## config.mk

```make
export PLATFORM = sky130hd
export DESIGN_NAME = lsu_mem_ctrl
export DESIGN_NICKNAME = d
export VERILOG_FILES = /design/src/rtl/lsu_pkg.sv /design/src/rtl/lsu_lane_unit.sv /design/src/rtl/lsu_mem_ctrl.sv
export SDC_FILE = /design/constraint.sdc
export NUM_CORES = 1
export LEC_CHECK = 0
export BUFFER_PORTS_ARGS = -buffer_cell sky130_fd_sc_hd__clkbuf_2
export CAP_MARGIN = 0
export CORE_ASPECT_RATIO = 1.5
export CORE_MARGIN = 5
export CORE_UTILIZATION = 28
export DETAILED_ROUTE_END_ITERATION = 16
export GPL_TIMING_DRIVEN = 0
export PLACE_DENSITY = 0.5
export SLEW_MARGIN = 0
export SYNTH_ARGS = -nofsm -noshare
export SYNTH_HDL_FRONTEND = slang
export SYNTH_SLANG_ARGS = --single-unit
export TNS_END_PERCENT = 30
```

## constraint.sdc

```tcl
create_clock -name clk -period 6.61 [get_ports clk]
set_input_delay 0.661 -clock clk [delete_from_list [all_inputs] [get_ports clk]]
set_output_delay 0.661 -clock clk [all_outputs]
set_load 0.02 [all_outputs]
```

## src/rtl/lsu_pkg.sv

```systemverilog
// rtl/lsu_pkg.sv - shared constants and types for the load/store unit
//
// Purpose: RV32I load/store funct3 encodings and the controller state type.
// Ports:   none (package).

package lsu_pkg;

    // RV32I funct3 encodings for loads and stores.
    localparam logic [2:0] F3_B  = 3'd0;
    localparam logic [2:0] F3_H  = 3'd1;
    localparam logic [2:0] F3_W  = 3'd2;
    localparam logic [2:0] F3_BU = 3'd4;
    localparam logic [2:0] F3_HU = 3'd5;

    // IDLE   : accepts requests; loads, SW and faults finish here.
    // RMW_WR : second cycle of SB/SH, writes the merged word.
    typedef enum logic [0:0] {
        IDLE   = 1'b0,
        RMW_WR = 1'b1
    } lsu_state_t;

endpackage

```

## src/rtl/lsu_lane_unit.sv

```systemverilog
// rtl/lsu_lane_unit.sv - byte/halfword lane extract and merge
//
// Purpose: combinational lane logic for the load/store controller.
//   Load path : picks the addressed byte/halfword from a memory word and
//               sign- or zero-extends it according to funct3.
//   Store path: inserts store data into the addressed lane of the old word.
// Ports:
//   i_word    in  32  word read from memory (load source / merge base)
//   i_st_data in  32  store data (rs2)
//   i_addr_lo in  2   byte offset within the word
//   i_funct3  in  3   RV32I access size/sign
//   o_ld_data out 32  extended load result
//   o_st_word out 32  word with store data merged in

module lsu_lane_unit
    import lsu_pkg::*;
(
    input  logic [31:0] i_word,
    input  logic [31:0] i_st_data,
    input  logic [1:0]  i_addr_lo,
    input  logic [2:0]  i_funct3,
    output logic [31:0] o_ld_data,
    output logic [31:0] o_st_word
);

    logic [7:0]  w_byte;
    logic [15:0] w_half;

    // Lane selection: byte lane by addr[1:0], halfword lane by addr[1].
    always_comb begin
        w_byte = 8'h00;
        case (i_addr_lo)
            2'd0:    w_byte = i_word[7:0];
            2'd1:    w_byte = i_word[15:8];
            2'd2:    w_byte = i_word[23:16];
            default: w_byte = i_word[31:24];
        endcase
        w_half = i_addr_lo[1] ? i_word[31:16] : i_word[15:0];
    end

    // Load extend.
    always_comb begin
        o_ld_data = i_word;
        case (i_funct3)
            F3_B:    o_ld_data = {{24{w_byte[7]}}, w_byte};
            F3_BU:   o_ld_data = {24'h000000, w_byte};
            F3_H:    o_ld_data = {{16{w_half[15]}}, w_half};
            F3_HU:   o_ld_data = {16'h0000, w_half};
            default: o_ld_data = i_word;
        endcase
    end

    // Store merge: only the addressed lane changes, the rest of the old word
    // is preserved. A full-word store simply passes the new data through.
    always_comb begin
        o_st_word = i_word;
        case (i_funct3)
            F3_B: begin
                case (i_addr_lo)
                    2'd0:    o_st_word[7:0]   = i_st_data[7:0];
                    2'd1:    o_st_word[15:8]  = i_st_data[7:0];
                    2'd2:    o_st_word[23:16] = i_st_data[7:0];
                    default: o_st_word[31:24] = i_st_data[7:0];
                endcase
            end
            F3_H: begin
                if (i_addr_lo[1]) begin
                    o_st_word[31:16] = i_st_data[15:0];
                end else begin
                    o_st_word[15:0]  = i_st_data[15:0];
                end
            end
            default: o_st_word = i_st_data;
        endcase
    end

endmodule

```

## src/rtl/lsu_mem_ctrl.sv

```systemverilog
// rtl/lsu_mem_ctrl.sv - RV32I load/store controller for a word-only memory
//
// Purpose: sits between the MEM pipeline stage and a word-addressed data
//   memory (async read, write on negedge). Loads and SW finish in one cycle;
//   SB/SH run as a two-cycle read-modify-write with a one-cycle stall.
//   Misaligned, out-of-range and illegal-funct3 requests are rejected.
// Ports:
//   clk, rst           clock; asynchronous active-high reset
//   req_valid/req_we   request present / store(1) or load(0)
//   req_funct3         RV32I size/sign encoding
//   req_addr/req_wdata byte address / store data
//   stall              hold the MEM stage (request must stay stable)
//   rdata              extended load result
//   fault/fault_addr   current request rejected / last faulting address
//   mem_we/mem_addr/mem_wdata/mem_rdata  memory interface (word-aligned)

module lsu_mem_ctrl
    import lsu_pkg::*;
#(
    parameter int MEM_BYTES = 1024,
    parameter int FUNCT3_W  = 3
) (
    input  logic                clk,
    input  logic                rst,
    input  logic                req_valid,
    input  logic                req_we,
    input  logic [FUNCT3_W-1:0] req_funct3,
    input  logic [31:0]         req_addr,
    input  logic [31:0]         req_wdata,
    output logic                stall,
    output logic [31:0]         rdata,
    output logic                fault,
    output logic [31:0]         fault_addr,
    output logic                mem_we,
    output logic [31:0]         mem_addr,
    output logic [31:0]         mem_wdata,
    input  logic [31:0]         mem_rdata
);

    localparam logic [31:0] MEM_LIMIT = 32'(MEM_BYTES);

    lsu_state_t  r_state;
    lsu_state_t  w_state_next;
    logic [31:0] r_wbuf;
    logic [31:0] r_waddr;
    logic [31:0] r_fault_addr;

    logic [2:0]  w_f3;
    logic [31:0] w_aligned;
    logic        w_active;
    logic        w_illegal;
    logic        w_misalign;
    logic        w_out_of_range;
    logic        w_fault;
    logic [31:0] w_ld_data;
    logic [31:0] w_st_word;
    logic        w_fault_capture;
    logic        w_rmw_capture;

    assign w_f3      = req_funct3[2:0];
    assign w_aligned = {req_addr[31:2], 2'b00};

    // While reset is held the controller behaves as if no request is present,
    // so a pending write cannot reach memory during reset.
    assign w_active = req_valid & ~rst;

    // funct3[1:0] gives the size (0 byte, 1 half, 2 word) for both signed and
    // unsigned loads; stores only have the signed encodings.
    assign w_illegal = req_we ? (w_f3 > F3_W)
                              : ((w_f3 == 3'd3) || (w_f3 == 3'd6) || (w_f3 == 3'd7));
    assign w_misalign = ((w_f3[1:0] == 2'b01) && req_addr[0]) ||
                        ((w_f3[1:0] == 2'b10) && (req_addr[1:0] != 2'b00));
    assign w_out_of_range = (req_addr >= MEM_LIMIT);
    assign w_fault        = w_illegal | w_misalign | w_out_of_range;

    lsu_lane_unit u_lane (
        .i_word    (mem_rdata),
        .i_st_data (req_wdata),
        .i_addr_lo (req_addr[1:0]),
        .i_funct3  (w_f3),
        .o_ld_data (w_ld_data),
        .o_st_word (w_st_word)
    );

    // State register.
    always_ff @(posedge clk or posedge rst) begin
        if (rst) begin
            r_state <= IDLE;
        end else begin
            r_state <= w_state_next;
        end
    end

    // Next state and outputs.
    always_comb begin
        w_state_next    = r_state;
        stall           = 1'b0;
        rdata           = 32'h0;
        fault           = 1'b0;
        mem_we          = 1'b0;
        mem_addr        = 32'h0;
        mem_wdata       = 32'h0;
        w_fault_capture = 1'b0;
        w_rmw_capture   = 1'b0;

        case (r_state)
            IDLE: begin
                if (w_active) begin
                    if (w_fault) begin
                        fault           = 1'b1;
                        w_fault_capture = 1'b1;
                    end else if (!req_we) begin
                        mem_addr = w_aligned;
                        rdata    = w_ld_data;
                    end else if (w_f3 == F3_W) begin
                        mem_we    = 1'b1;
                        mem_addr  = w_aligned;
                        mem_wdata = req_wdata;
                    end else begin
                        // SB/SH read phase: memory returns the old word this
                        // cycle, merged word is captured at the posedge.
                        mem_addr      = w_aligned;
                        stall         = 1'b1;
                        w_rmw_capture = 1'b1;
                        w_state_next  = RMW_WR;
                    end
                end
            end

            RMW_WR: begin
                // Request inputs are ignored; the merged word goes out.
                mem_we       = 1'b1;
                mem_addr     = r_waddr;
                mem_wdata    = r_wbuf;
                w_state_next = IDLE;
            end

            default: begin
                w_state_next = IDLE;
            end
        endcase
    end

    // Data registers: RMW buffer/address and last faulting address.
    always_ff @(posedge clk or posedge rst) begin
        if (rst) begin
            r_wbuf       <= 32'h0;
            r_waddr      <= 32'h0;
            r_fault_addr <= 32'h0;
        end else begin
            if (w_rmw_capture) begin
                r_wbuf  <= w_st_word;
                r_waddr <= w_aligned;
            end
            if (w_fault_capture) begin
                r_fault_addr <= req_addr;
            end
        end
    end

    assign fault_addr = r_fault_addr;

endmodule

```

==> impl_metrics.py <==
metrics = {
    "layout": {
        "fin_util": 0.373,
        "final_cells": 1139,
        "fin_area_um2": 7580,
        "drive_gt1_frac": 0.343,
        "antenna_cells": 0,
        "fillCellCount": 2196,
        "layout.area.seq_um2": 2380,
        "multi_input_area_um2": 3100,
        "area_delta_synth_final_pct": 31.5,
        "fin_nets": 974,
    },
    "placement": {
        "dpl.hpwl_um": 18900,
        "place_area_um2": 7280,
        "gp_congestion": 0.956,
        "portBuffers": 230,
        "dp.cells": 1124,
        "preCtsSetupSlack_ns": 2.85,
    },
    "global_routing": {
        "grt_use_total": 0.198,
        "grt_max_degree": 58,
        "grt_pass1_wl_um": 35500,
        "antenna_found_initial": 0,
        "grt_pass1_vias": 6023,
        "grt_overflow": 0,
    },
    "synthesis": {
        "synth_edf_count": 0,
        "ys_seq_area_frac": 0.412,
        "synth_cells": 628,
        "yosysUniqueCellTypes": 49,
        "syn_area_um2": 5760,
        "yosys-top-cells-count": "dfrtp_1 (95), nand2_1 (64), nor2_1 (45)",
        "synth_top_area_share": 0.412,
        "synth_top_cells_by_area": "dfrtp_1 (41%), mux2_1 (6.3%), mux2_2 (5.5%)",
        "avgSynthCellArea_um2": 9.18,
        "synth.most_common_cell": "dfrtp_1",
        "synth_top_flop_cell": "dfrtp_1",
        "synth_seq_cells": 95,
        "synth-async-reset-ratio": 1.00,
        "yosys.area.top_type": "dfrtp_1",
        "synth_warnings": 0,
    },
    "pwr": {
        "p_int_mw": 1.02,
        "ir_drop_mv": 0.174,
        "combPwrFrac": 0.191,
        "report.power.total_mw": 1.43,
        "switchingPower_uw": 412,
        "p_seq_frac": 0.434,
        "switching_share": 0.288,
        "p_clk_frac": 0.375,
        "p_per_area_nw_per_um2": 189,
        "p_leak_nw": 3.84,
    },
    "worst_hold_path": {
        "hold_path_class": "in -> async",
    },
    "sta": {
        "maxSlewViolCount": 0,
        "setup_ws_ns": 2.81,
        "skew_ns": 0.00804,
        "final.setup.tns_ns": 0,
        "setup_viol": 0,
        "finalHoldViolations": 0,
        "rsz0062_at_grt": "no",
        "period_needed_ns": 3.80,
        "fmax_mhz": 263,
        "whs_ns": 0.393,
        "tightest_slew_ns": 0.998,
        "relSlewSlack": 0.330,
        "fin_crit_sh": 0.575,
    },
    "status": {
        "run_status": "finished, final reports clean",
    },
    "setup_path": {
        "critPathTopFamily": "simple AND/OR/NAND/NOR gates",
        "cp_max_fo": 10,
        "path_buf_inv": 3,
        "critical_path_cell_count": 7,
        "cp_slowest_cell": "nor4_1",
        "critical_path_class": "in -> out",
        "end_kind": "output pin",
        "required_ns": 5.95,
        "r2r_cells": 5,
        "crit_path_max_incr_delay_ns": 0.58,
        "start_kind": "input pin",
        "critPathArrivalTime_ns": 3.14,
        "crit_chain": "clkbuf_2 -> nor4_1 -> and4_1 -> nand4_1 -> clkbuf_1 -> a2111oi_0 -> clkbuf_2",
        "crit_top_cell": "clkbuf_2",
    },
    "routing": {
        "wl_met1_um": 8990,
        "wl_met3_um": 1540,
        "wl_per_cell_um": 20.9,
        "via_per_inst": 5.08,
        "dr_wl_met2_um": 12300,
        "drtAntennaViolNets": 0,
        "drt_pass1_iterations": 7,
        "drcViolationCount": 0,
        "wl_um": 23800,
        "routed.top_layer": "met4",
        "drt-initial-drc-count": 388,
        "vias": 5788,
    },
    "die": {
        "rows": 64,
        "start_util": 0.283,
        "core_um2": 20300,
        "fp.dieH_um": 186,
        "die_x_um": 127,
        "die_area_um2": 23600,
        "io_pins": 234,
    },
    "cts": {
        "cts_max_path_buffers": 2,
        "cts_hold_buf": 0,
        "cts_tree": "yes",
        "clk_latency_ns": 0.36,
        "cts_root_buffer": "clkbuf_16",
        "htreeDepth": 3,
        "cts_resized": 0,
        "cts_sinks": 95,
        "cts_buffers": 9,
        "clk_pin_slew_worst_paths_ns": 0.07,
        "post-cts-setup-buffer-count": 0,
    },
    "job": {
        "maxCapViolCount": 0,
    },
}
==> worst reg2reg max path, stage by stage, from the launching register on <==
cell	delay (ns)
dfrtp_1	0.49
nor3b_2	0.46
nand3_1	0.24
nor4_4	0.71
buf_6	0.27
mux2_2	0.35
==> kinds of logic after synthesis <==
kind of cell	after synthesis	share of synthesized area
AO/OA/AOI/OAI	150	0.179
buffers and inverters	64	0.0501
flip-flops	95	0.412
multiplexers	63	0.122
other	1	0.000651
AND/OR/NAND/NOR	255	0.236
==> final timing paths <==
path,start,endpoint,slack (ns)
setup / recovery,req_addr[10],rdata[4],2.81
hold / removal,rst,fault_addr[23],0.39
setup reg to reg,r_state,r_wbuf[3],3.98
hold reg to reg,r_wbuf[16],r_wbuf[16],0.49
max in group asynchronous,rst,r_waddr[26],5.52
min in group clk,r_wbuf[16],r_wbuf[16],0.49
==> state kept, by name, summed over array words and instances, names as in the netlist <==
signal      count
fault_addr     32
r_waddr        30
r_wbuf         32
r_state         1
==> area by class of cell <==
cell class | count | share of cell area
flip-flops and latches | 95 | 0.314
clock buffers | 12 | 0.0338
clock inverters | 3 | 0.00561
well taps | 264 | 0.0436
multi-input cells | 470 | 0.409
repair buffers | 231 | 0.156
inverters | 8 | 0.00429
plain buffers | 56 | 0.0342
==> cell usage in the layout, fill, tap and decap left out, drive strengths merged, types with 3 or more instances in the layout <==
cell type	n
nor2	45
mux2	60
mux2i	3
buf	16
o21ai	44
nand3b	9
a211oi	3
a21o	8
nor4	7
a2bb2oi	8
a32o	8
a22oi	7
dfrtp	95
o22ai	13
nand2b	34
nand3	10
a22o	22
and2	22
inv	7
clkbuf	283
nor2b	25
and3	6
nand4	4
nor3	20
a31oi	16
a2111oi	5
a21oi	10
nand2	64
==> power by group through the flow <==
| stage | combinational [mW] | clock [mW] | sequential [mW] |
|---|---|---|---|
| global placement | 0.271 | 0 | 0.631 |
| CTS | 0.275 | 0.560 | 0.620 |
| floorplan | 0.114 | 0 | 0.663 |
| global route | 0.293 | 0.579 | 0.624 |
| detailed placement | 0.274 | 0 | 0.631 |
| finish | 0.273 | 0.537 | 0.620 |
==> routing by layer <==
layer	track usage	up-vias
met1	0.216	2775
met2	0.363	242
met4	0.0953	0
li1	-	2724
met5	0	-
met3	0.0390	47
No activity file was read; power rests on OpenSTA's default activity.
